### src/rtl/regfile_dump_scanner.sv
// regfile_dump_scanner
//   Sweeps the regfile scan read port over addresses 0..NUM_REGS-1, samples
//   each value and buffers {addr,data,last} records in a small first-word-
//   fall-through FIFO that the VGA text renderer drains via valid/ready.
//   Scanning stalls while the FIFO is full, so no record is ever lost.
//   Optional feature macro: REGDUMP_CONTINUOUS_EN -- when defined the sweep
//   wraps from NUM_REGS-1 back to 0 forever instead of draining and idling.
module regfile_dump_scanner #(
  parameter int NUM_REGS   = 64,
  parameter int ADDR_W     = 6,
  parameter int DATA_W     = 16,
  parameter int FIFO_DEPTH = 8
) (
  input  logic              clk,
  input  logic              rst,
  input  logic              start,
  output logic [ADDR_W-1:0] scanAddr,
  input  logic [DATA_W-1:0] scanData,
  output logic              outValid,
  input  logic              outReady,
  output logic [ADDR_W-1:0] outAddr,
  output logic [DATA_W-1:0] outData,
  output logic              outLast,
  output logic              busy,
  output logic              done
);

  localparam int                PTR_W      = $clog2(FIFO_DEPTH);
  localparam logic [ADDR_W-1:0] LAST_ADDR  = ADDR_W'(NUM_REGS - 1);
  localparam logic [PTR_W:0]    FULL_COUNT = (PTR_W + 1)'(FIFO_DEPTH);

  typedef enum logic [1:0] {
    IDLE,
    READ,
    DRAIN
  } scanStateT;

  typedef struct packed {
    logic [ADDR_W-1:0] addr;
    logic [DATA_W-1:0] data;
    logic              last;
  } recordT;

  scanStateT         state, stateNext;
  logic [ADDR_W-1:0] scanAddrNext;
  recordT            mem [FIFO_DEPTH];
  recordT            head;
  logic [PTR_W-1:0]  wrPtr, rdPtr;
  logic [PTR_W:0]    count;
  logic              push, pop, fifoEmpty, fifoFull;

  assign fifoEmpty = (count == '0);
  assign fifoFull  = (count == FULL_COUNT);
  assign outValid  = !fifoEmpty;
  assign pop       = outValid && outReady;
  assign head      = mem[rdPtr];

  // Head fields read as zero when nothing is buffered, so reset values are clean.
  assign outAddr = outValid ? head.addr : '0;
  assign outData = outValid ? head.data : '0;
  assign outLast = outValid && head.last;
  assign busy    = (state == READ) || !fifoEmpty;

  // Next-state, next-address and push decision for the sweep FSM.
  // NOTE: every signal written here gets a default first, so no path can infer a latch.
  always_comb begin
    stateNext    = state;
    scanAddrNext = scanAddr;
    push         = 1'b0;
    unique case (state)
      IDLE: begin
        if (start) begin
          stateNext    = READ;
          scanAddrNext = '0;
        end
      end
      READ: begin
        // A pop in the same cycle frees a slot, so a full FIFO can still accept.
        if (!fifoFull || pop) begin
          push = 1'b1;
          if (scanAddr == LAST_ADDR) begin
`ifdef REGDUMP_CONTINUOUS_EN
            scanAddrNext = '0;
`else
            stateNext = DRAIN;
`endif
          end else begin
            scanAddrNext = scanAddr + ADDR_W'(1);
          end
        end
      end
      DRAIN: begin
        // busy is already low here once empty, so a start is honoured directly.
        if (fifoEmpty) begin
          if (start) begin
            stateNext    = READ;
            scanAddrNext = '0;
          end else begin
            stateNext = IDLE;
          end
        end
      end
      default: stateNext = IDLE;
    endcase
  end

  // FSM state and registered scan address.
  // NOTE: sequential state uses non-blocking assignments so all flops update together.
  always_ff @(posedge clk) begin
    if (rst) begin
      state    <= IDLE;
      scanAddr <= '0;
    end else begin
      state    <= stateNext;
      scanAddr <= scanAddrNext;
    end
  end

  // Record storage; the sample is the regfile value in the push cycle.
  // NOTE: storage is not reset -- the occupancy count alone decides what is valid.
  always_ff @(posedge clk) begin
    if (push) begin
      mem[wrPtr] <= '{addr: scanAddr, data: scanData, last: (scanAddr == LAST_ADDR)};
    end
  end

  // FIFO pointers and occupancy; pointers wrap naturally at the power-of-two depth.
  always_ff @(posedge clk) begin
    if (rst) begin
      wrPtr <= '0;
      rdPtr <= '0;
      count <= '0;
    end else begin
      if (push) wrPtr <= wrPtr + PTR_W'(1);
      if (pop)  rdPtr <= rdPtr + PTR_W'(1);
      unique case ({push, pop})
        2'b10:   count <= count + (PTR_W + 1)'(1);
        2'b01:   count <= count - (PTR_W + 1)'(1);
        default: count <= count;
      endcase
    end
  end

  // Pass-complete pulse one cycle after the last record leaves the FIFO.
  always_ff @(posedge clk) begin
    if (rst) done <= 1'b0;
    else     done <= pop && head.last;
  end

endmodule

### config.mk
export PLATFORM = sky130hd
export DESIGN_NAME = regfile_dump_scanner
export DESIGN_NICKNAME = d
export VERILOG_FILES = /design/src/rtl/regfile_dump_scanner.sv
export SDC_FILE = /design/constraint.sdc
export NUM_CORES = 1
export LEC_CHECK = 0
export CAP_MARGIN = 5
export CORE_MARGIN = 5
export CORE_UTILIZATION = 40
export CTS_CLUSTER_SIZE = 24
export DETAILED_ROUTE_END_ITERATION = 16
export GPL_TIMING_DRIVEN = 0
export PLACE_DENSITY_LB_ADDON = 0.25
export SYNTH_ARGS = -nofsm -noshare
export SYNTH_HDL_FRONTEND = slang
export SYNTH_SLANG_ARGS = --single-unit
### constraint.sdc
create_clock -name clk -period 4.8 [get_ports clk]
set_input_delay 0.48 -clock clk [delete_from_list [all_inputs] [get_ports clk]]
set_output_delay 0.48 -clock clk [all_outputs]
set_load 0.02 [all_outputs]
==> run metrics, run 1 <==
fin crit share 71.5%; number of buffers created by CTS 22; Static Leakage 3.15 nW; clock-pin slew on the worst setup and hold paths 60 ps; critical path type reg -> out; commonest cells in the synthesized netlist edfxtp_1 (184), mux4_2 (46), nor2_1 (38), mux2i_1 (23), dfxtp_1 (22); routed via count 4289; fin cells 810; insertion delay to the later sink of the worst-skew pair 490 ps; Syn. warnings 0; synthesized area 0.00822 mm^2; # rows 52; CP bufs+invs 3; post-synthesis sequential element count 206; final setup violation count 0; CTS resizes 0; Area contributors post-synth edfxtp_1 (67%), mux4_2 (13%), dfxtp_1 (5.4%); Die W 153 um; min Tclk post-route 3430 ps; cell accounting for the most synthesized area edfxtp_1; Syn Nets 454; Post-synth EDFFs 184; Die H 153 um; final worst slack 1370 ps; top_reg_cell synth edfxtp_1; Post-DP HPWL 11100 um; initial core utilization 40.6%; RSZ-0062 raised after global routing false; Syn Area/Cell 19.2 um^2; Final nets 550; CTS Hold Bufs 0; top-area cell type share of the netlist area 67.3%; power after layout 0.00538 W; CP Data Required Time 4320 ps; largest net degree at the start of global routing 24; status finished, final reports clean; Fillers 1669; Die Area 0.0235 mm^2; Syn Inst Count 428; setup slack at placement 1550 ps; Worst EP arrival 2950 ps; Vias/cell 5.30; DR WL/cell 20.2 um; DR pass1 iterations 4; peak supply drop 342 uV; CTS tree yes; final-report hold violation count 0; library cells used by synthesis 55; Max Cap Viol 0; I/O pin total 52; final slew viol count 0; vias in the first global route 4538; initial antenna violation count 0; CP max stage cell nor4_4; initial drt markers 309; worst hold path class reg -> reg; Post-DRT Antenna Nets 0; CTS H-Tree Depth 1; share of cells above drive strength 1 23.5%; cell with the most instances after synthesis edfxtp_1; gp weighted congestion 0.738; Slew @ Worst Pin 934 ps; Residual DRC 0; sequential-to-total area share from yosys stat 72.6%; family with the most delay on the worst path buffers and inverters; remaining global-route overflow 0; Area Growth Syn to Fin 21.5%; fraction of registers with async set or reset after synthesis 0%; gr usage total 13.9%; postcts setup bufs 0; placed cells 770; Post-Route WL 16400 um; first-pass GRT wire length 25700 um; Ant. Diodes 0; Port Buffers 51; Worst setup SP type flop; Core Area 0.0202 mm^2; setup TNS 0 ps; CTS max path bufs 3; clk sinks 206; Util after Layout 49.3%; CP Max Fanout 10; skew final 8.05 ps; crit-path cells buf_6, nor4_4, clkbuf_1, nor2_1, clkdlybuf4s50_1; Achievable Freq 0.291 GHz; Slew HR 37.7%; Crit. End Element output pin; slowest cell delay on critical path 700 ps; CTS root buffer clkbuf_16; Power Dens Cells 539 mW/mm^2
[per-layer routing]
layer	vias up	GRT usage [%]	wire length (um)
met2	101	24.4	8530
met5	-	0	0
met3	17	2.49	687
met1	2227	18.2	6960
li1	1944	-	-
met4	0	2.97	198
[registers in the layout, indices dropped and copies added, names as in the netlist, named ones only]
signal	count
mem	184
count	4
wrPtr	3
state	2
scanAddr	6
rdPtr	3
done	1
[final cells by class]
cell class	count	area (um^2)	share of cell area [%]
repair buffers	72	706	7.07
inverters	5	18.8	0.188
clock inverters	8	38.8	0.389
clock buffers	32	639	6.40
plain buffers	21	109	1.09
well taps	270	338	3.38
flip-flops and latches	206	5970	59.8
multi-input cells	196	2170	21.7
[metrics by stage]
| stage | area (um^2) | hold WS [ps] |
|---|---|---|
| after detailed placement | 9310 | 490 |
| after CTS | 9980 | 499 |
| after global routing | 9980 | 519 |
| after floorplan | 8220 | 454 |
| final | 9980 | 501 |
| after global placement | 9060 | 464 |
[cells in the final DEF, fill, tap and decap left out, types with 3 or more instances in the layout]
cell             count
nand2b_1             3
ha_1                 5
clkbuf_8             3
nor2_1              37
buf_1                5
dfxtp_1             22
nand2_1             13
a211oi_1             3
a21oi_1              6
edfxtp_1           184
buf_4               13
buf_2                5
buf_6               10
o21ai_0              3
nor2b_1              3
clkinv_1             5
clkdlybuf4s50_1     51
inv_1                4
clkbuf_16           23
mux2i_1             23
nand3_1              6
xor2_1               3
clkbuf_1            12
mux4_2              46
[logic make-up (layout without fill, tap and decap cells)]
kind of cell / count (synthesis) / in the layout / share of synthesized area [%]
buffers and inverters: 26 / 138 / 1.55
DFF: 206 / 206 / 72.6
AOI/OAI and AO/OA: 34 / 34 / 3.76
xor gates and xnor gates: 5 / 5 / 0.533
and+or+nand+nor: 81 / 81 / 4.98
muxes: 70 / 70 / 15.5
adders and majority gates: 6 / 6 / 1.01
[tightest hold or removal path, delay by kind of cell (launching register included)]
family	cells	cell delay [ps]
simple gates	1	60
flops	1	320
compound gates	1	70
[power by group]
part	total (W)	internal (W)	switching [W]
Sequential	0.00215	0.00208	0.0000696
Clock	0.00155	0.000921	0.000630
Combinational	0.00168	0.000777	0.000905
[worst paths after layout]
path / from / end / slack, ps / depth (start not counted)
max reg2reg: count[2] / mem[6][4] / 2040 / 7
min: rdPtr[1] / rdPtr[1] / 500 / 2
max: count[0] / outAddr[2] / 1370 / 5
min reg2reg: rdPtr[1] / rdPtr[1] / 500 / 2
Note: power is estimated with default switching activity, not from simulation.
==> run 2, diff against run 1 <==
- clock period: 4.8 -> 3 ns (I/O delays scaled with it)
==> run 2 against run 1 <==
Effect of this change:
- sequential share of layout area down 0.67 points
- via count down 0.75%
- critical endpoint is now outData[6]
- clock power grew 69%
- design area is 1.1% higher
==> run metrics, run 2 (same netlist as run 1, synthesis figures left out) <==
CTS root buffer clkbuf_16; commonest non-fill, non-tap cells in the layout edfxtp_1 (184), clkdlybuf4s50_1 (51), mux4_2 (46); commonest non-fill, non-tap cell in the layout edfxtp_1; RSZ-0062 raised after global routing false; Top Registers mem: 184 flops, scanAddr: 6 flops, count: 4 flops; Post-DP HPWL 10800 um; status finished, final reports clean; final slew viol count 0; remaining global-route overflow 0; Worst setup SP type flop; Core Area 0.0202 mm^2; clk sinks 206; gp weighted congestion 0.770; CP Data Required Time 2700 ps; max reg flops 184; final-report hold violation count 0; Area after DPL 0.00931 mm^2; Biggest register mem; DR WL/cell 20.9 um; # rows 52; vias in the first global route 4511; Util after Layout 49.9%; routed via count 4257; Fillers 1639; CP bufs+invs 3; Static Leakage 3.19 nW; final worst slack 143 ps; Die Area 0.0235 mm^2; family with the most delay on the worst path buffers and inverters; Crit. End Element output pin; Vias/cell 5.29; setup slack at placement -63.3 ps; crit-path cells clkbuf_2, buf_2, mux4_2, mux2i_1, nor2_1, clkdlybuf4s50_1; power after layout 0.00890 W; number of buffers created by CTS 22; Port Buffers 51; CP max stage cell clkdlybuf4s50_1; worst reg-to-reg path cell count 6; Max Cap Viol 0; gr usage total 14.3%; Area Growth Syn to Fin 22.9%; Residual DRC 0; largest net degree at the start of global routing 24; worst hold path class reg -> reg; initial drt markers 290; initial core utilization 40.6%; Final Cell Area 0.0101 mm^2; Die H 153 um; Worst path depth 6; Worst EP arrival 2560 ps; slowest cell delay on critical path 550 ps; skew final 10.4 ps; Post-DRT Antenna Nets 0; Ant. Diodes 0; CTS tree yes; min Tclk post-route 2860 ps; critical path type reg -> out; first-pass GRT wire length 26300 um; Slew HR 35.7%; I/O pin total 52; peak supply drop 406 uV; Die W 153 um; clock-pin slew on the worst setup and hold paths 60 ps; Slew @ Worst Pin 961 ps; CTS max path bufs 3; final setup violation count 0; Final nets 544; Achievable Freq 0.350 GHz; CP Max Fanout 10; share of cells above drive strength 1 24.7%; DR pass1 iterations 4; hold_ws 488 ps; fin crit share 95.2%; Worst Hold Depth 2; initial antenna violation count 0; CTS H-Tree Depth 1; insertion delay to the later sink of the worst-skew pair 490 ps; Post-Route WL 16800 um; Power Dens Cells 882 mW/mm^2
[run 2: cell count changes in the layout (fill, tap and decap cells not counted), sizes merged]
| cell | change |
|---|---|
| buf | -7 |
| bufinv | +2 |
| clkbuf | -1 |
| clkinv | +2 |
| clkinvlp | -2 |
[run 2: per-stage QoR]
stage | cells | setup TNS (ps)
final | 804 | 0
after global routing | 804 | 0
after CTS | 804 | 0
after detailed placement | 761 | -948
after global placement | 749 | -219530
after floorplan | 428 | 0
[run 2: final cells by class]
class / instances / area (um^2) / area share [%]
plain buffers: 21 / 168 / 1.66
clock buffers: 30 / 606 / 6.00
clock inverters: 10 / 97.6 / 0.967
inverters: 5 / 18.8 / 0.186
multi-input cells: 196 / 2210 / 21.9
flip-flops and latches: 206 / 5970 / 59.1
well taps: 270 / 338 / 3.35
repair buffers: 66 / 691 / 6.84
[run 2: timing repair]
item                                    in CTS  in global routing
endpoints found under the hold margin        0                  0
hold buffers                                 0                  0
endpoints found under the setup margin      24                 21
pin swaps                                    1                  0
gates resized for setup                     15                 15
setup buffers                                3                  0
[run 2: power by group]
part	total (W)	switching, W	internal (W)
combinational	0.00284	0.00148	0.00136
sequential	0.00345	0.000118	0.00333
clock	0.00262	0.00103	0.00158
total	0.00890	0.00263	0.00627
[run 2: worst register-to-register path, delay by kind of cell (launching register included)]
| kind | cells | cell delay, ps |
|---|---|---|
| and+or+nand+nor | 3 | 1210 |
| DFF | 1 | 560 |
| buffers and inverters | 2 | 430 |
| AOI/OAI and AO/OA | 1 | 230 |
[run 2: path summary, 6_finish.rpt]
path | start | to | slack, ps
worst min-delay path | state[1] | state[1] | 490
worst max-delay path | flop | outData[6] | 140
worst max register to register | count[2] | mem[6][10] | 270
worst min register to register | state[1] | state[1] | 490
[run 2: per-layer routing]
metal / wire length, um / up-vias / global-route usage [%]
li1: - / 1918 / -
met3: 679 / 27 / 2.46
met4: 317 / 0 / 3.48
met1: 7430 / 2209 / 19.8
met2: 8400 / 103 / 23.8
met5: 0 / - / 0
